===== src/rtl/claw_game_ctrl.sv =====
// claw_game_ctrl: claw machine game sequencer.
// Holds coin credits, runs the play/claw state machine and times the play
// window through an external mod-10 decade counter (add/clear strobes, count-9 flag).
// Optional motion watchdog: define CLAW_WDOG_EN.
module claw_game_ctrl #(
  parameter int unsigned CREDIT_W       = 4,
  parameter int unsigned COST           = 1,
  parameter int unsigned GRIP_CYCLES    = 8,
  parameter int unsigned RELEASE_CYCLES = 16,
  parameter int unsigned WDOG_CYCLES    = 1024
) (
  input  logic                clk,
  input  logic                Reset,
  input  logic                coin_i,
  input  logic                start_i,
  input  logic                left_i,
  input  logic                right_i,
  input  logic                drop_i,
  input  logic                tick_i,
  input  logic                down_lim_i,
  input  logic                up_lim_i,
  input  logic                home_lim_i,
  input  logic                cnt_done_i,
  output logic                cnt_add_o,
  output logic                cnt_clr_o,
  output logic [CREDIT_W-1:0] credits_o,
  output logic                motor_left_o,
  output logic                motor_right_o,
  output logic                motor_down_o,
  output logic                motor_up_o,
  output logic                grip_o,
  output logic                busy_o,
  output logic                fault_o,
  output logic [3:0]          state_o
);

  localparam int unsigned CREDIT_MAX = (2 ** CREDIT_W) - 1;
  localparam int unsigned SUM_W      = CREDIT_W + 1;
  // One shared interval timer, sized for the longest interval it can time
  localparam int unsigned TMR_GR     = (GRIP_CYCLES > RELEASE_CYCLES) ? GRIP_CYCLES : RELEASE_CYCLES;
  localparam int unsigned TMR_MAX    = (WDOG_CYCLES > TMR_GR) ? WDOG_CYCLES : TMR_GR;
  localparam int unsigned TMR_W      = $clog2(TMR_MAX + 1);

  typedef enum logic [3:0] {
    IDLE    = 4'd0,
    READY   = 4'd1,
    PLAY    = 4'd2,
    DESCEND = 4'd3,
    GRIP    = 4'd4,
    ASCEND  = 4'd5,
    HOME    = 4'd6,
    RELEASE = 4'd7,
    FAULT   = 4'd8
  } state_t;

  state_t               state_q, state_d;
  logic [TMR_W-1:0]     timer_q;
  logic                 timer_run;
  logic                 game_start;
  logic                 add_d;
  logic                 coin_q, start_q, drop_q;
  logic                 coin_edge, start_edge, drop_edge;
  logic                 can_play;
  logic [SUM_W-1:0]     credit_sum;
  logic [CREDIT_W-1:0]  credits_d;

  assign coin_edge  = coin_i  & ~coin_q;
  assign start_edge = start_i & ~start_q;
  assign drop_edge  = drop_i  & ~drop_q;
  assign can_play   = (credits_o >= CREDIT_W'(COST));

  // Net credit change: +1 per coin edge, -COST on game start, saturating at max
  assign credit_sum = {1'b0, credits_o} + SUM_W'(coin_edge)
                      - (game_start ? SUM_W'(COST) : SUM_W'(0));
  assign credits_d  = (credit_sum > SUM_W'(CREDIT_MAX)) ? CREDIT_W'(CREDIT_MAX)
                                                        : credit_sum[CREDIT_W-1:0];

  // Edge history; reset high so levels held through reset are not edges
  always_ff @(posedge clk or posedge Reset) begin
    if (Reset) begin
      coin_q  <= 1'b1;
      start_q <= 1'b1;
      drop_q  <= 1'b1;
    end else begin
      coin_q  <= coin_i;
      start_q <= start_i;
      drop_q  <= drop_i;
    end
  end

  // State register and interval timer (restarts on every state change)
  always_ff @(posedge clk or posedge Reset) begin
    if (Reset) begin
      state_q <= IDLE;
      timer_q <= '0;
    end else begin
      state_q <= state_d;
      if (state_d != state_q) timer_q <= '0;
      else if (timer_run)     timer_q <= timer_q + TMR_W'(1);
    end
  end

  // Credits and decade-counter strobes
  always_ff @(posedge clk or posedge Reset) begin
    if (Reset) begin
      credits_o <= '0;
      cnt_add_o <= 1'b0;
      cnt_clr_o <= 1'b0;
    end else begin
      credits_o <= credits_d;
      cnt_add_o <= add_d;
      cnt_clr_o <= game_start;
    end
  end

  // Next-state logic and state-decoded motor/grip outputs
  always_comb begin
    state_d       = state_q;
    game_start    = 1'b0;
    add_d         = 1'b0;
    timer_run     = 1'b0;
    motor_left_o  = 1'b0;
    motor_right_o = 1'b0;
    motor_down_o  = 1'b0;
    motor_up_o    = 1'b0;
    grip_o        = 1'b0;
    case (state_q)
      IDLE: begin
        if (can_play) state_d = READY;
      end
      READY: begin
        if (start_edge && can_play) begin
          state_d    = PLAY;
          game_start = 1'b1;
        end
      end
      PLAY: begin
        motor_left_o  = left_i & ~right_i;
        motor_right_o = right_i & ~left_i;
        // Drop beats tick; a tick during the clear cycle is ignored
        if (drop_edge) begin
          state_d = DESCEND;
        end else if (tick_i && !cnt_clr_o) begin
          if (cnt_done_i) state_d = DESCEND;
          else            add_d   = 1'b1;
        end
      end
      DESCEND: begin
        motor_down_o = 1'b1;
`ifdef CLAW_WDOG_EN
        timer_run = 1'b1;
        if (down_lim_i)                                state_d = GRIP;
        else if (timer_q == TMR_W'(WDOG_CYCLES - 1))   state_d = FAULT;
`else
        if (down_lim_i) state_d = GRIP;
`endif
      end
      GRIP: begin
        grip_o    = 1'b1;
        timer_run = 1'b1;
        if (timer_q == TMR_W'(GRIP_CYCLES - 1)) state_d = ASCEND;
      end
      ASCEND: begin
        grip_o     = 1'b1;
        motor_up_o = 1'b1;
`ifdef CLAW_WDOG_EN
        timer_run = 1'b1;
        if (up_lim_i)                                  state_d = HOME;
        else if (timer_q == TMR_W'(WDOG_CYCLES - 1))   state_d = FAULT;
`else
        if (up_lim_i) state_d = HOME;
`endif
      end
      HOME: begin
        grip_o       = 1'b1;
        motor_left_o = 1'b1;
`ifdef CLAW_WDOG_EN
        timer_run = 1'b1;
        if (home_lim_i)                                state_d = RELEASE;
        else if (timer_q == TMR_W'(WDOG_CYCLES - 1))   state_d = FAULT;
`else
        if (home_lim_i) state_d = RELEASE;
`endif
      end
      RELEASE: begin
        timer_run = 1'b1;
        if (timer_q == TMR_W'(RELEASE_CYCLES - 1)) state_d = IDLE;
      end
      FAULT: begin
        state_d = FAULT;
      end
      default: begin
        state_d = IDLE;
      end
    endcase
  end

  assign busy_o  = (state_q != IDLE) && (state_q != READY);
  assign state_o = state_q;

`ifdef CLAW_WDOG_EN
  assign fault_o = (state_q == FAULT);
`else
  assign fault_o = 1'b0;
`endif

endmodule


===== config.mk =====
export PLATFORM = sky130hd
export DESIGN_NAME = claw_game_ctrl
export DESIGN_NICKNAME = d
export VERILOG_FILES = /design/src/rtl/claw_game_ctrl.sv
export SDC_FILE = /design/constraint.sdc
export NUM_CORES = 1
export LEC_CHECK = 0
export CAP_MARGIN = 10
export CELL_PAD_IN_SITES_DETAIL_PLACEMENT = 0
export CELL_PAD_IN_SITES_GLOBAL_PLACEMENT = 1
export CORE_ASPECT_RATIO = 1.5
export CORE_MARGIN = 2
export CORE_UTILIZATION = 40
export DETAILED_ROUTE_END_ITERATION = 10
export GPL_ROUTABILITY_DRIVEN = 0
export GPL_TIMING_DRIVEN = 1
export PLACE_DENSITY_LB_ADDON = 0.2
export SETUP_SLACK_MARGIN = 0.1
export SYNTH_ARGS = -nofsm -noshare
export SYNTH_HDL_FRONTEND = slang
export SYNTH_SLANG_ARGS = --single-unit

===== constraint.sdc =====
create_clock -name clk -period 4.81 [get_ports clk]
set_input_delay 1.2025 -clock clk [delete_from_list [all_inputs] [get_ports clk]]
set_output_delay 1.2025 -clock clk [all_outputs]
set_load 0.01 [all_outputs]

==> results of run 1 <==
critical path, stage by stage:
cell,delay [ns]
clkdlybuf4s50_1,0.47
a21oi_1,0.07
nor3b_1,0.22
clkdlybuf4s50_1,0.57
worst min path at each step:
stage,start,end,slack [ns],depth (start not counted)
2_1_floorplan,timer_q[9]$_DFFE_PP0P_,timer_q[9]$_DFFE_PP0P_,0.55,2
3_3_place_gp,cnt_clr_o$_DFF_PP0_,cnt_add_o$_DFF_PP0_,0.56,2
3_5_place_dp,cnt_clr_o$_DFF_PP0_,cnt_add_o$_DFF_PP0_,0.57,2
4_1_cts,timer_q[9]$_DFFE_PP0P_,timer_q[9]$_DFFE_PP0P_,0.60,2
5_1_grt,timer_q[10]$_DFFE_PP0P_,timer_q[10]$_DFFE_PP0P_,0.62,2
6_report,cnt_clr_o$_DFF_PP0_,cnt_add_o$_DFF_PP0_,0.58,2
registers in the layout, summed over array words and instances, names as in the netlist:
name	count
cnt_add_o	1
cnt_clr_o	1
coin_q	1
credits_o	4
drop_q	1
start_q	1
state_o	4
timer_q	11
per-stage QoR:
step / total power [W] / instances / instance area (µm²) / worst slack (ns)
after floorplan: 0.0006324 / 157 / 1491 / 1.766
after global placement: 0.0007802 / 220 / 1767 / 1.087
after detailed placement: 0.0007943 / 220 / 1767 / 1.062
after CTS: 0.0009209 / 224 / 1812 / 1.063
after global routing: 0.0009900 / 224 / 1812 / 1.002
final: 0.0009106 / 224 / 1812 / 1.068
power groups by stage:
stage | sequential (W) | combinational (W) | clock (W)
floorplan | 0.000289 | 0.000344 | 0
global placement | 0.000318 | 0.000463 | 0
detailed placement | 0.000319 | 0.000476 | 0
CTS | 0.000315 | 0.000479 | 0.000126
global route | 0.000327 | 0.000528 | 0.000135
finish | 0.000315 | 0.000473 | 0.000122
cells by family (layout without fill, tap and decap cells):
group                      Yosys count  count (layout)
and+or+nand+nor                     72              72
DFF                                 24              24
AOI/OAI and AO/OA                   19              19
buffers and inverters               17              41
xor gates and xnor gates            14              14
adders and majority gates            9               9
other                                1               1
muxes                                1               1
placed cells by master, fill, tap and decap left out, types with 2 or more instances in the layout:
cell type / count
nand4_1: 3
clkdlybuf4s50_1: 27
a31oi_1: 2
and3_1: 2
nor3_1: 15
nand2b_1: 5
nand3b_1: 4
or3_1: 2
nor4b_1: 3
xnor2_1: 6
a21oi_1: 4
ha_1: 8
dfstp_2: 3
nand2_1: 12
clkbuf_8: 3
o21ai_0: 3
nor2b_1: 3
nand3_1: 10
inv_1: 10
nor2_1: 5
xor2_1: 8
dfrtp_1: 21
layer usage:
| layer | routed length (µm) | GRT usage |
|---|---|---|
| met1 | 1330 | 0.2186 |
| met2 | 1959 | 0.3476 |
| met3 | 118 | 0.02820 |
| met4 | 42 | 0.07179 |
| met5 | 0 | 0 |
final cells by class:
class / instances / area share
inverters: 10 / 0.02072
multi-input cells: 116 / 0.4420
well taps: 43 / 0.02970
repair buffers: 27 / 0.1492
flip-flops and latches: 24 / 0.3336
clock buffers: 4 / 0.02486
==> reports/qor.yml, run 1 <==
dieHeight_um: 78.79
worst_pin_slew_ns: 0.9129
wire_per_inst_um: 15.41
fin_skew_ns: 0.001499
post-route-util: 0.5012
worstSetupEndpointType: "primary output"
cts_inserted_buffers: 3
crit_start: "left_i"
worstRegToRegCells: 15
pwr-share-clk: 0.134
critPathCapture: "motor_left_o"
drtPass1Iterations: 4
htreeDepth: 1
yosys.cell_count.top_type: "dfrtp_1"
fp.coreArea_um2: 3615
dp_hpwl_mm: 2.716
startpoint_type: "input pin"
ys_top_cells_by_count: "21 x dfrtp_1, 15 x nor3_1, 12 x nand2_1"
rsz0062_at_grt: "no"
grt_pass1_vias: 1312
syn_nets: 178
synthTopCellsByArea: "dfrtp_1 35%, ha_1 6.7%, dfstp_2 5.3%"
clk_path_buf_depth: 2
r2r-end: "credits_o[0]$_DFF_PP0_"
combPwrFrac: 0.519
power_density_nw_per_um2: 502.6
area_growth_syn_to_layout_pct: 21.48
via_count: 1239
hp-class: "flip-flop to flip-flop"
cts_tree: "yes"
vdd_ir_drop_max_mv: 0.3080
ff2ff_setup_slack_ns: 1.99
grt.total_usage: 0.1931
hold_violations: 0
finalSetupViolations: 0
netlist.area_leader.share: 0.3523
multiInputGateArea_um2: 800.8
synth_area_um2: 1491
crit_path_max_fanout: 2
port_buffers: 27
ys_seq_area_frac: 0.4052
grt_pass1_wl_mm: 6.078
clk_latency_ns: 0.26
synth_ff_type: "dfrtp_1"
grt_max_degree: 25
synth_xor_area_frac: 0.08221
status: "finished, final reports clean"
overflow: 0
synth_edf_count: 0
cts.sinks: 24
drv_slew: 0
clk_pin_slew_ns: 0.08
cap_violations: 0
drc: 0
num_antenna_cells: 0
synth-compound-area-share: 0.09144
post_drt_via_cell_ratio: 5.531
min_period_over_period: 0.7780
synth_top_family_by_area: "simple AND/OR/NAND/NOR gates"
power.switching_w: 0.0003918
min_period_ns: 3.742
die-area_um2: 4243
synthMuxAreaShare: 0.006711
cts_setup_buffers: 0
crit_type: "input pin to primary output"
worst_hold_slack_ns: 0.5828
hold_buffers: 0
fill_cells: 336
power_leakage_nw: 0.7806
ys_ff_latch: 24
wl_mm: 3.451
max_freq_ghz: 0.2672
ant_nets: 0
std_cell_rows: 27
fin_nets: 203
antenna_found_initial: 0
synth_top_area_cell: "dfrtp_1"
ys_types: 45
synth_warnings: 0
ff_latch_area_um2: 604.3
avgSynthCellArea_um2: 9.500
cts_repair_resize_count: 0
internal_power_w: 0.0005188
relSlewSlack: 0.3907
cp.required_ns: 3.61
r2r-start: "credits_o[3]$_DFF_PP0_"
start_util: 0.4126
drive_gt1_frac: 0.04420
pwr-share-seq: 0.346
cts_root_buffer: "clkbuf_8"
swShare: 0.4303
dr.first_iter.drc_count: 19
arrival_ns: 2.54
syn_inst: 157
async_flop_share: 1.000
synth_fa_ha_area_frac: 0.08054
synth_simple_gate_area_share: 0.2735
die_w_um: 53.86
finalSetupTns_ns: 0
io_pins: 29
Note: power is estimated with default switching activity, not from simulation.
==> run 2: changes to the inputs <==
Settings changed: CORE_UTILIZATION 40 to 35.
Clock period 4.81 ns to 3.3 ns, I/O delays scaled along.
==> run 2 against run 1 <==
  * Die area is 13% higher
  * Cell area is 3.9% higher
  * Non-clock buffer count is 5 higher
  * Critical path depth is 10 higher
  * Critical endpoint is now credits_o[3]$_DFF_PP0_
  * Highest routed layer unchanged
==> reports/qor.yml, run 2 (synthesis gave the netlist of run 1 again) <==
min_period_ns: 2.983
grt_pass1_wl_mm: 6.313  # +3.9%
cts_tree: "yes"
cts_inserted_buffers: 3  # unchanged
worstPathCellList: "clkdlybuf4s50_1 -> nand2b_1 -> a21oi_2 -> and3_4 -> ha_1 -> inv_1 -> ha_1 -> inv_1 -> fa_2 -> inv_1 -> a21oi_1 -> o21bai_1 -> xnor2_2 -> nand2_1"
min_period_over_period: 0.9041
finalSetupViolations: 0  # unchanged
ant_nets: 0  # unchanged
fill_cells: 411  # +22%
hold_buffers: 0  # unchanged
fin_nets: 208  # +2.5%
max_freq_ghz: 0.3352
combPwrFrac: 0.565  # +0.046
rsz0062_at_grt: "no"
drc: 0  # unchanged
dr.first_iter.drc_count: 38  # +19
power.switching_w: 0.0005797  # +48%
post_drt_via_cell_ratio: 5.345  # -3.4%
pwr-share-seq: 0.293  # -0.053
clk_pin_slew_ns: 0.09  # about the same
cts.sinks: 24  # unchanged
status: "finished, final reports clean"
std_cell_rows: 29  # +7.4%
drv_slew: 0  # unchanged
area_growth_syn_to_layout_pct: 26.17
internal_power_w: 0.0008174  # +58%
critPathMaxStageDelay_ns: 0.47  # -0.10 ns
layout_common_cells: "27 x clkdlybuf4s50_1, 21 x dfrtp_1, 15 x nor3_1"
relSlewSlack: 0.3693  # -0.02139
io_pins: 29  # unchanged
htreeDepth: 1  # unchanged
drive_gt1_frac: 0.09677  # +0.05258
antenna_found_initial: 0  # unchanged
grt_pass1_vias: 1382  # +5.3%
worst_pin_slew_ns: 0.9450  # +0.03205 ns
top_register: "timer_q"
wire_per_inst_um: 15.73  # +2.1%
worst_path_max_delay_cell: "clkdlybuf4s50_1"
crit_path_max_fanout: 4  # +2
hold_violations: 0  # unchanged
num_antenna_cells: 0  # unchanged
swShare: 0.4149  # -0.01532
port_buffers: 27  # unchanged
largest_reg_flops: 11  # unchanged
multiInputGateArea_um2: 819.5  # +2.3%
worstSetupEndpointType: "flip-flop"
grt_max_degree: 25  # unchanged
startpoint_type: "input pin"
ff_latch_area_um2: 604.3  # unchanged
dieHeight_um: 83.95  # +6.6%
arrival_ns: 3.13  # +0.59 ns
start_util: 0.3574  # -0.05518
total_power_w: 0.001397  # +53%
power_density_nw_per_um2: 742.4  # +48%
path_common_cell: "inv_1"
via_count: 1240  # +0.081%
overflow: 0  # unchanged
die-area_um2: 4810  # +13%
vdd_ir_drop_max_mv: 0.4872  # +58%
hp-class: "flip-flop to flip-flop"
pwr-share-clk: 0.142  # +0.008
die_w_um: 57.30  # +6.4%
grt.total_usage: 0.1665  # -0.02659
critPathBufInv: 4  # +2
clk_latency_ns: 0.26  # about the same
cap_violations: 0  # unchanged
cp.required_ns: 3.45  # -0.16 ns
fin_skew_ns: 0.006591  # +0.005091 ns
worst_hold_slack_ns: 0.5777  # -0.005109 ns
clk_path_buf_depth: 2  # unchanged
layout_commonest_cell: "clkdlybuf4s50_1"
cts_root_buffer: "clkbuf_8"
wl_mm: 3.649  # +5.7%
drtPass1Iterations: 5  # +1
crit_family: "adder cells"
power_leakage_nw: 0.8124  # +4.1%
fp.coreArea_um2: 4173  # +15%
dp_hpwl_mm: 2.864  # +5.4%
crit_type: "input pin to flip-flop"
run 2: path summary, 6_finish.rpt:
check | to | slack, ns | cells past startpoint | startpoint
min in group asynchronous | timer_q[3]$_DFFE_PP0P_ | 1.07 | 2 | Reset
max reg2reg | credits_o[3]$_DFF_PP0_ | 0.53 | 15 | credits_o[3]$_DFF_PP0_
min | cnt_add_o$_DFF_PP0_ | 0.58 | 2 | cnt_clr_o$_DFF_PP0_
max | credits_o[3]$_DFF_PP0_ | 0.32 | 14 | start_i
min reg2reg | cnt_add_o$_DFF_PP0_ | 0.58 | 2 | cnt_clr_o$_DFF_PP0_
max in group asynchronous | timer_q[7]$_DFFE_PP0P_ | 1.65 | 2 | Reset
run 2: power groups by stage:
stage          registers [W]  clock network, W  logic (W)
2_1_floorplan       0.000421                 0   0.000501
3_3_place_gp        0.000413                 0   0.000767
3_5_place_dp        0.000414                 0   0.000777
4_1_cts             0.000409          0.000206   0.000782
5_1_grt             0.000420          0.000222   0.000884
6_report            0.000409          0.000199   0.000789
run 2: worst min-delay path, cell delays in order, from the launching register on:
cell	delay [ns]
dfrtp_1	0.39
nand3b_1	0.12
nor3_1	0.04
run 2: timing repair:
item,in CTS,in global routing
hold endpoints to repair,0,0
buffers inserted,0,0
resized for setup,0,4
endpoints found under the setup margin,0,4
run 2: area by class of cell:
| cell class | instances | area share |
|---|---|---|
| repair buffers | 32 | 0.1636 |
| inverters | 10 | 0.01995 |
| well taps | 46 | 0.03059 |
| clock buffers | 4 | 0.02926 |
| flip-flops and latches | 24 | 0.3211 |
| multi-input cells | 116 | 0.4355 |
run 2: through the flow:
| stage | cell area, µm² | cells | worst slack, ns | setup TNS [ns] | utilization |
|---|---|---|---|---|---|
| 2_1_floorplan | 1491 | 157 | 0.6339 | 0 | - |
| 3_3_place_gp | 1808 | 228 | 0.02664 | 0 | 0.4333 |
| 3_5_place_dp | 1808 | 228 | -0.02540 | -0.08212 | 0.4333 |
| 4_1_cts | 1863 | 232 | 0.2382 | 0 | 0.4465 |
| 5_1_grt | 1882 | 232 | 0.1266 | 0 | 0.4510 |
| 6_report | 1882 | 232 | 0.3166 | 0 | 0.4510 |
run 2: per-layer routing:
| metal | GRT usage | up-vias | routed length (µm) |
|---|---|---|---|
| met5 | 0 | - | 0 |
| met4 | 0.04863 | 0 | 30 |
| met3 | 0.02171 | 2 | 77 |
| met2 | 0.3208 | 17 | 2134 |
| met1 | 0.1816 | 613 | 1406 |
| li1 | - | 608 | - |
==> run 3: changes to the inputs <==
Settings changed: ABC_AREA from default to 1, CORE_MARGIN 2 to default, CTS_CLUSTER_SIZE from default to 30.
==> run 3 against run 2 <==
  * Sequential power decreased by 2%
  * Hold slack lost 0.044 ns
  * Setup slack better by 0.023 ns
==> reports/qor.yml, run 3 <==
finalSetupViolations: 0  # unchanged
ys_top_cells_by_count: "35 x nand2_1, 31 x inv_1, 25 x nor2_1"
dp_hpwl_mm: 2.695  # -5.9%
cap_violations: 0  # unchanged
drive_gt1_frac: 0.2085  # +0.1117
ys_types: 32  # -29%
cts_inserted_buffers: 3  # unchanged
fin_skew_ns: 0.002143  # -0.004448 ns
dieHeight_um: 86.17  # +2.6%
dr.first_iter.drc_count: 17  # -55%
fill_cells: 478  # +16%
rsz0062_at_grt: "no"
worstSetupEndpointType: "flip-flop"
hp-class: "flip-flop to flip-flop"
power_density_nw_per_um2: 759.8  # +2.3%
wl_mm: 3.417  # -6.4%
post-route-util: 0.4612  # +0.01018
clk_path_buf_depth: 2  # unchanged
port_buffers: 27  # unchanged
syn_inst: 203  # +29%
num_antenna_cells: 0  # unchanged
via_count: 1332  # +7.4%
grt_pass1_vias: 1375  # -0.51%
fin_nets: 257  # +24%
status: "finished, final reports clean"
start_util: 0.3639  # +0.006491
arrival_ns: 3.12  # about the same
worstRegToRegCells: 17  # +2
synth_area_um2: 1653  # +11%
swShare: 0.4530  # +0.03808
total_power_w: 0.001591  # +14%
die_w_um: 58.11  # +1.4%
min_period_ns: 2.960  # -0.02340 ns
min_from: "cnt_clr_o$_DFF_PP0_"
layout_common_cells: "35 x nand2_1, 31 x inv_1, 27 x clkdlybuf4s50_1"
cp.required_ns: 3.46  # about the same
netlist.area_leader.share: 0.3179  # -0.03441
synth_warnings: 0  # unchanged
ff_latch_area_um2: 604.3  # unchanged
cts_root_buffer: "clkbuf_8"
clk_latency_ns: 0.28  # +0.02 ns
combPwrFrac: 0.582  # +0.017
critPathMaxStageDelay_ns: 0.48  # about the same
post_drt_via_cell_ratio: 4.455  # -17%
crit_type: "input pin to flip-flop"
grt.total_usage: 0.1562  # -0.01034
multiInputGateArea_um2: 922.1  # +13%
io_pins: 29  # unchanged
area_growth_syn_to_layout_pct: 26.72
startpoint_type: "input pin"
hold_buffers: 0  # unchanged
syn_nets: 224  # +26%
critPathBufInv: 5  # +1
power.switching_w: 0.0007209  # +24%
overflow: 0  # unchanged
std_cell_rows: 30  # +3.4%
yosys.cell_count.top_type: "nand2_1"
internal_power_w: 0.0008704  # +6.5%
power_leakage_nw: 1.031  # +27%
pwr-share-seq: 0.251  # -0.042
synth_ff_type: "dfrtp_1"
crit_start: "start_i"
cts.sinks: 24  # unchanged
hold_violations: 0  # unchanged
ys_ff_latch: 24  # unchanged
async_flop_share: 1.000  # unchanged
drc: 0  # unchanged
min_path_cells: 3  # +1
worst_path_max_delay_cell: "clkdlybuf4s50_1"
ys_seq_area_frac: 0.3656  # -0.03957
cts_tree: "yes"
drv_slew: 0  # unchanged
min_period_over_period: 0.8970  # -0.007091
synth_top_area_cell: "dfrtp_1"
top_register: "timer_q"
htreeDepth: 1  # unchanged
grt_max_degree: 25  # unchanged
wire_per_inst_um: 11.43  # -27%
grt_pass1_wl_mm: 5.996  # -5.0%
vdd_ir_drop_max_mv: 0.2672  # -45%
fp.coreArea_um2: 4542  # +8.8%
clk_pin_slew_ns: 0.09  # about the same
crit_family: "buffers and inverters"
r2r-start: "credits_o[3]$_DFF_PP0_"
layout_commonest_cell: "nand2_1"
synth_edf_count: 0  # unchanged
avgSynthCellArea_um2: 8.142  # -14%
max_freq_ghz: 0.3378  # +0.79%
ant_nets: 0  # unchanged
path_depth: 16  # +2
largest_reg_flops: 11  # unchanged
cts_setup_buffers: 0  # unchanged
worstPathCellList: "clkdlybuf4s50_1 -> inv_1 -> nor2_1 -> nand3_1 -> inv_1 -> ha_1 -> inv_1 -> ha_1 -> inv_1 -> fa_2 -> nor2_2 -> nor2_1 -> nor2_1 -> nor2_1 -> xor2_2 -> o21ai_1"
drtPass1Iterations: 3  # -2
die-area_um2: 5007  # +4.1%
pwr-share-clk: 0.167  # +0.025
synthTopCellsByArea: "dfrtp_1 32%, nand2_1 7.9%, inv_1 7.0%"
crit_path_max_fanout: 4  # unchanged
antenna_found_initial: 0  # unchanged
worst_hold_slack_ns: 0.5336  # -0.04415 ns
[run 3: final timing paths]
| path | end | slack (ns) |
|---|---|---|
| max in group asynchronous | coin_q$_DFF_PP1_ | 2.12 |
| worst max-delay path | credits_o[2]$_DFF_PP0_ | 0.34 |
| worst max register to register | credits_o[2]$_DFF_PP0_ | 0.61 |
| min in group asynchronous | cnt_clr_o$_DFF_PP0_ | 0.89 |
| worst min-delay path | cnt_add_o$_DFF_PP0_ | 0.53 |
| worst min register to register | cnt_add_o$_DFF_PP0_ | 0.53 |
[run 3: kinds of logic after synthesis]
family / after synthesis / share of synthesized area
AND/OR/NAND/NOR: 113 / 0.3717
buffers and inverters: 36 / 0.08403
flip-flops: 24 / 0.3656
AO/OA/AOI/OAI: 10 / 0.05072
XOR/XNOR: 10 / 0.05299
adder cells (fa/ha/maj): 9 / 0.07268
other: 1 / 0.002269
[run 3: worst reg2reg max path: cells and delay by family, from the launching register on]
kind | cells | cell delay (ns)
compound gates | 2 | 0.18
simple gates | 6 | 0.57
fa+ha+maj | 4 | 0.88
xor+xnor | 1 | 0.21
flops | 1 | 0.39
buf+inv | 4 | 0.35
[run 3: per-stage QoR]
step / instance area, µm² / TNS, ns / setup slack, ns / cells
2_1_floorplan: 1653 / 0 / 0.5707 / 203
3_3_place_gp: 2011 / -0.01413 / -0.01413 / 295
3_5_place_dp: 2011 / -0.1586 / -0.09197 / 295
4_1_cts: 2082 / 0 / 0.1906 / 299
5_1_grt: 2095 / 0 / 0.1110 / 299
6_report: 2095 / 0 / 0.3400 / 299
[run 3: final cells by class]
cell class                      count  share of cell area
Multi-Input combinational cell    143              0.4403
Sequential cell                    24              0.2885
Timing Repair Buffer               29              0.1362
Inverter                           35             0.06272
Tap cell                           64             0.03823
Clock buffer                        3             0.01971
Clock inverter                      1             0.01434
[run 3: power groups by stage]
| stage | clock network (W) | logic, W | registers [W] |
|---|---|---|---|
| 2_1_floorplan | 0 | 0.000628 | 0.000415 |
| 3_3_place_gp | 0 | 0.000920 | 0.000408 |
| 3_5_place_dp | 0 | 0.000917 | 0.000407 |
| 4_1_cts | 0.000275 | 0.000923 | 0.000401 |
| 5_1_grt | 0.000286 | 0.00102 | 0.000407 |
| 6_report | 0.000266 | 0.000926 | 0.000400 |
[run 3: metal layers]
layer	wire, µm	global-route usage
met1	1438	0.1612
met2	1840	0.3020
met3	74	0.01810
met4	63	0.07143
met5	0	0
[run 3: repair_timing]
action | 4_1_cts | 5_1_grt
setup endpoints to repair | 0 | 4
resized for setup | 0 | 4
endpoints found under the hold margin | 0 | 0
==> RTL edit 1, RTL diff (config.mk and constraints of run 2) <==
Add a define of `CLAW_WDOG_EN`.
--- a/src/rtl/claw_game_ctrl.sv
+++ b/src/rtl/claw_game_ctrl.sv
@@ -2,6 +2,8 @@
 // Holds coin credits, runs the play/claw state machine and times the play
 // window through an external mod-10 decade counter (add/clear strobes, count-9 flag).
 // Optional motion watchdog: define CLAW_WDOG_EN.
+`define CLAW_WDOG_EN
+
 module claw_game_ctrl #(
   parameter int unsigned CREDIT_W       = 4,
   parameter int unsigned COST           = 1,
Check against the original RTL: same outputs for any inputs over 10 cycles, from zero or initial values and one cycle with Reset high; that may be too few to reach the edited logic, so the function may still have changed.
==> RTL edit 1 against run 2 <==
Global-route usage is 0.25 points lower. Worst setup slack better by 6.0 ps. Largest power group unchanged. Sequential cell count stayed put. Clock skew is 4.9 ps lower. Sequential power is 7.1% lower. Total power is 11% higher. First-iteration DRC count is 21% higher. Area after synthesis is 9.7% higher. Wire length is 3.3% higher. Largest cell class unchanged. Cell area is 9.6% higher.
==> RTL edit 1: results (changes against run 2) <==
Detailed Routing Iterations Pass 1: 4 (-1)
Async S/R FF share, synth: 1.00 (unchanged)
Syn Area/Cell: 9.46 um2 (-0.42%)
Synth Area in Adders: 0.0734 (-0.00714)
synth warn: 0 (unchanged)
r2r endpoint: credits_o[2]$_DFF_PP0_
gr usage total: 0.164 (-0.00252)
Setup Buffers After CTS: 0 (unchanged)
worst r2r src: state_o[1]$_DFF_PP0_
Worst Skew: 1.67 ps (-4.92 ps)
drt wl/cell: 14.8 um (-5.7%)
first-pass GRT wire length: 6620 um (+4.9%)
status: finished, final reports clean
Worst-path clk slew: 90 ps (about the same)
Reg with most FFs: timer_q
Port-buffer cells: 28 (+3.7%)
root buf cell: clkbuf_8
register area share after synthesis: 0.369 (-0.0359)
number of diodes: 0 (unchanged)
Min Hold Slack: 525 ps (-52.6 ps)
Area after DPL: 2000 um2 (+10%)
WL met3: 88 um (+14%)
leading cell types by count after synthesis: 21 x dfrtp_1, 15 x nand2_1, 12 x inv_1
FF-to-FF path depth: 14 (-1)
Hold Startpoint: cnt_clr_o$_DFF_PP0_
vias in the first global route: 1447 (+4.7%)
Post-Place Cells: 250 (+9.6%)
Met2 Wirelength: 2140 um (+0.19%)
Reg2Reg Setup Slack: 420 ps (-110 ps)
detailed placement HPWL: 2910 um (+1.6%)
CP Max Fanout: 4 (unchanged)
post-synthesis mux area share: 0.0122 (+0.00552)
layout cells sized above 1: 0.165 (+0.0683)
CTS buffer count: 3 (unchanged)
Sw Share: 0.434 (+0.0194)
synth top area cells: dfrtp_1 32%, ha_1 6.1%, nor3_2 6.1%
top routing layer in use: met4
Metal-1 WL: 1510 um (+7.7%)
NumNets Final: 228 (+9.6%)
area share of xor/xnor cells in the synthesized design: 0.0696 (-0.0126)
H-tree depth: 1 (unchanged)
Mapped Nets: 194 (+9.0%)
Synth Area in Compound Gates: 0.102 (+0.0110)
via count: 1365 (+10%)
Cell Int Power: 881 uW (+7.7%)
final WL: 3770 um (+3.3%)
worst-margin pin slew: 916 ps (-29.0 ps)
max reg flops: 11 (unchanged)
Netlist cell types: 43 (-4.4%)
worst slack at placement: -73.0 ps (-47.6 ps)
worst hold path endpoint: cnt_add_o$_DFF_PP0_
Initial DRC Count: 46 (+21%)
clock share of power: 0.130 (-0.012)
Skew-Pair Late Insertion Delay: 260 ps (about the same)
Flop+latch power: 380 uW (-7.1%)
Worst Hold Class: flop to flop
leakage: 0.918 nW (+13%)
Peak VDD IR: 0.448 mV (-8.1%)
Hold Vio Cnt, Final: 0 (unchanged)
initial antenna violation count: 0 (unchanged)
RTL edit 1: changes by cell type after synthesis, sizes merged, moves of 3 or more:
| cell | before | now |
|---|---|---|
| o21ai | 3 | 6 |
| nand3 | 10 | 5 |
| and3 | 2 | 9 |
| a31oi | 3 | 0 |
| nand4 | 3 | 6 |
| nor4b | 3 | 0 |
| nand2 | 12 | 15 |
RTL edit 1: area by class of cell:
cell class,count,area [um2]
clock buffers,4,55.1
fillers,456,2440
inverters,12,45.0
multi-input cells,130,957
flip-flops and latches,24,604
well taps,48,60.1
repair buffers,36,340
RTL edit 1: layer usage:
metal  global-route usage  up-vias
met3               0.0177        2
met4               0.0586        0
met1                0.189      668
met2                0.302       22
met5                    0        -
li1                     -      673
RTL edit 1: worst max-delay path, stage by stage:
cell	delay, ps
clkdlybuf4s50_1	490
nand2b_1	80
a211o_1	250
inv_1	80
ha_1	220
inv_1	50
ha_1	160
inv_1	60
fa_2	340
inv_1	60
a21oi_1	50
nor2_1	90
nor2_1	70
xnor2_2	220
nand2_1	80
RTL edit 1: worst max-delay path by stage:
stage | start | endpoint | slack, ps | cells past startpoint
after global placement | start_i | credits_o[0]$_DFF_PP0_ | 50 | 15
after CTS | start_i | credits_o[2]$_DFF_PP0_ | 220 | 15
after floorplan | state_o[1]$_DFF_PP0_ | credits_o[0]$_DFF_PP0_ | 400 | 14
final | start_i | credits_o[2]$_DFF_PP0_ | 320 | 15
after detailed placement | start_i | credits_o[2]$_DFF_PP0_ | -70 | 15
after global routing | start_i | credits_o[1]$_DFF_PP0_ | 110 | 15
RTL edit 1: timing repair:
action,CTS,global route
endpoints found under the setup margin,0,4
hold endpoints to repair,0,0
hold buffers,0,0
resized for setup,0,2
==> RTL edit 2, RTL diff (config.mk and constraints of run 2) <==
Without the edit above. Register the output `cnt_clr_o` once more, with the module's reset; this adds one clock of latency there. The other outputs are not delayed to match.
--- a/src/rtl/claw_game_ctrl.sv
+++ b/src/rtl/claw_game_ctrl.sv
@@ -53,6 +53,8 @@
     FAULT   = 4'd8
   } state_t;
 
+  logic cnt_clr_s0;
+
   state_t               state_q, state_d;
   logic [TMR_W-1:0]     timer_q;
   logic                 timer_run;
@@ -105,11 +107,11 @@
     if (Reset) begin
       credits_o <= '0;
       cnt_add_o <= 1'b0;
-      cnt_clr_o <= 1'b0;
+      cnt_clr_s0 <= 1'b0;
     end else begin
       credits_o <= credits_d;
       cnt_add_o <= add_d;
-      cnt_clr_o <= game_start;
+      cnt_clr_s0 <= game_start;
     end
   end
 
@@ -140,7 +142,7 @@
         // Drop beats tick; a tick during the clear cycle is ignored
         if (drop_edge) begin
           state_d = DESCEND;
-        end else if (tick_i && !cnt_clr_o) begin
+        end else if (tick_i && !cnt_clr_s0) begin
           if (cnt_done_i) state_d = DESCEND;
           else            add_d   = 1'b1;
         end
@@ -204,5 +206,13 @@
   assign fault_o = 1'b0;
 `endif
 
+  always_ff @(posedge clk or posedge Reset) begin
+    if (Reset) begin
+      cnt_clr_o <= '0;
+    end else begin
+      cnt_clr_o <= cnt_clr_s0;
+    end
+  end
+
 endmodule
 
Check against the original RTL: not equivalent (a bounded check fails within 10 cycles, from zero or initial values and one cycle with Reset high).
==> RTL edit 2 against run 2 <==
Area after synthesis is 16% higher. Sequential cell count is 1 higher. Fmax is 0.12% higher. Hold slack worse by 140 ps. Global-route usage is 0.51 points lower. Cell area is 12% higher. Total power is 12% higher. Wire length is 11% higher. Clock power is 5% lower. Worst setup slack better by 3.6 ps. Sequential power is 8.1% higher. Critical path type unchanged.
==> RTL edit 2: results (changes against run 2) <==
status: finished, final reports clean
leading cell types by count after synthesis: 22 x dfrtp_1, 15 x nand2_1, 12 x nand3_1
largest net degree at the start of global routing: 26 (+4.0%)
worst slack at placement: -49.0 ps (-23.6 ps)
via count: 1419 (+14%)
NumNets Final: 229 (+10%)
Worst-path clk slew: 90 ps (about the same)
H-tree depth: 1 (unchanged)
register area share after synthesis: 0.363 (-0.0425)
Peak VDD IR: 0.379 mV (-22%)
Initial DRC Count: 93 (+140%)
post-route insts no fill: 273 (+18%)
worst-margin pin slew: 916 ps (-28.8 ps)
layout cells sized above 1: 0.111 (+0.0143)
Worst Hold Class: flop to flop
Reg2Reg Setup Slack: 470 ps (-60 ps)
Syn Area/Cell: 9.64 um2 (+1.5%)
Fillers: 518 (+26%)
vias in the first global route: 1490 (+7.8%)
number of diodes: 0 (unchanged)
Critical Path AT: 3140 ps (about the same)
gr usage total: 0.161 (-0.00509)
Mapped Nets: 201 (+13%)
Area after DPL: 2040 um2 (+13%)
Netlist cell types: 50 (+11%)
post-route cell area: 2100 um2 (+12%)
synth top area cells: dfrtp_1 32%, mux2i_1 6.3%, ha_1 5.8%
leakage: 0.903 nW (+11%)
ys flop type: dfrtp_1
Final min period: 2980 ps (-3.59 ps)
Setup Buffers After CTS: 0 (unchanged)
worst r2r src: credits_o[3]$_DFF_PP0_
first-pass GRT wire length: 6970 um (+10%)
Worst Skew: 2.60 ps (-3.99 ps)
hold path depth: 0 (-2)
Detailed Routing Iterations Pass 1: 4 (-1)
detailed placement HPWL: 2960 um (+3.4%)
final WL: 4060 um (+11%)
==> RTL edit 2: cell types whose count changed after synthesis, moves of 3 or more <==
cell and change:
nor3_1 -8, xor2_1 -3, nand2_1 +3, mux2i_1 +10, o211ai_1 +3, nor4b_1 -3
a21oi_1 +5
==> RTL edit 2: logic make-up (layout without fill, tap and decap cells) <==
group,count (synthesis),count (layout),share of synthesized area
AND/OR/NAND/NOR,71,71,0.242
AO/OA/AOI/OAI,29,29,0.116
flip-flops,25,25,0.363
buffers and inverters,20,47,0.0707
multiplexers,13,13,0.0764
XOR/XNOR,12,12,0.0606
adder cells (fa/ha/maj),9,9,0.0692
other,1,1,0.00216
==> RTL edit 2: report_power, final <==
group / leakage, nW / switching, mW / internal (mW) / total [mW]
registers: 0.317 / 0.0822 / 0.360 / 0.442
clock network: 0.0228 / 0.103 / 0.0866 / 0.190
logic: 0.563 / 0.493 / 0.437 / 0.930
total: 0.903 / 0.679 / 0.884 / 1.56
==> RTL edit 2: timing repair <==
| action | 4_1_cts | 5_1_grt |
|---|---|---|
| gates resized for setup | 0 | 3 |
| endpoints found under the setup margin | 0 | 4 |
| endpoints found under the hold margin | 0 | 0 |
| hold buffers | 0 | 0 |
==> RTL edit 2: worst min-delay path by stage <==
stage / from / to / slack (ps)
after floorplan: cnt_clr_s0$_DFF_PP0_ / cnt_clr_o$_DFF_PP0_ / 360
after global placement: cnt_clr_s0$_DFF_PP0_ / cnt_clr_o$_DFF_PP0_ / 420
after detailed placement: cnt_clr_s0$_DFF_PP0_ / cnt_clr_o$_DFF_PP0_ / 410
after CTS: cnt_clr_s0$_DFF_PP0_ / cnt_clr_o$_DFF_PP0_ / 440
after global routing: cnt_clr_s0$_DFF_PP0_ / cnt_clr_o$_DFF_PP0_ / 470
final: cnt_clr_s0$_DFF_PP0_ / cnt_clr_o$_DFF_PP0_ / 440
==> RTL edit 2: cell type report <==
cell class              count  area share
multi-input cells         135       0.474
clock buffers               4      0.0214
repair buffers             32       0.146
inverters                  11      0.0196
well taps                  66      0.0393
flip-flops and latches     25       0.299
==> RTL edit 2: routing by layer <==
layer	global-route usage	vias to the layer above	wire [um]
met4	0.0390	0	36
li1	-	689	-
met3	0.0230	5	72
met1	0.204	708	1690
met5	0	-	0
met2	0.278	17	2260
==> RTL edit 2: worst max-delay path, stage by stage <==
cell             delay, ps
clkdlybuf4s50_1        480
nand2b_1                70
a21oi_2                120
and3_1                 200
ha_1                   230
inv_1                   50
ha_1                   150
inv_1                   50
fa_2                   340
inv_1                   60
a21oi_1                 60
o21bai_1               250
xnor2_2                170
nand2_1                 80
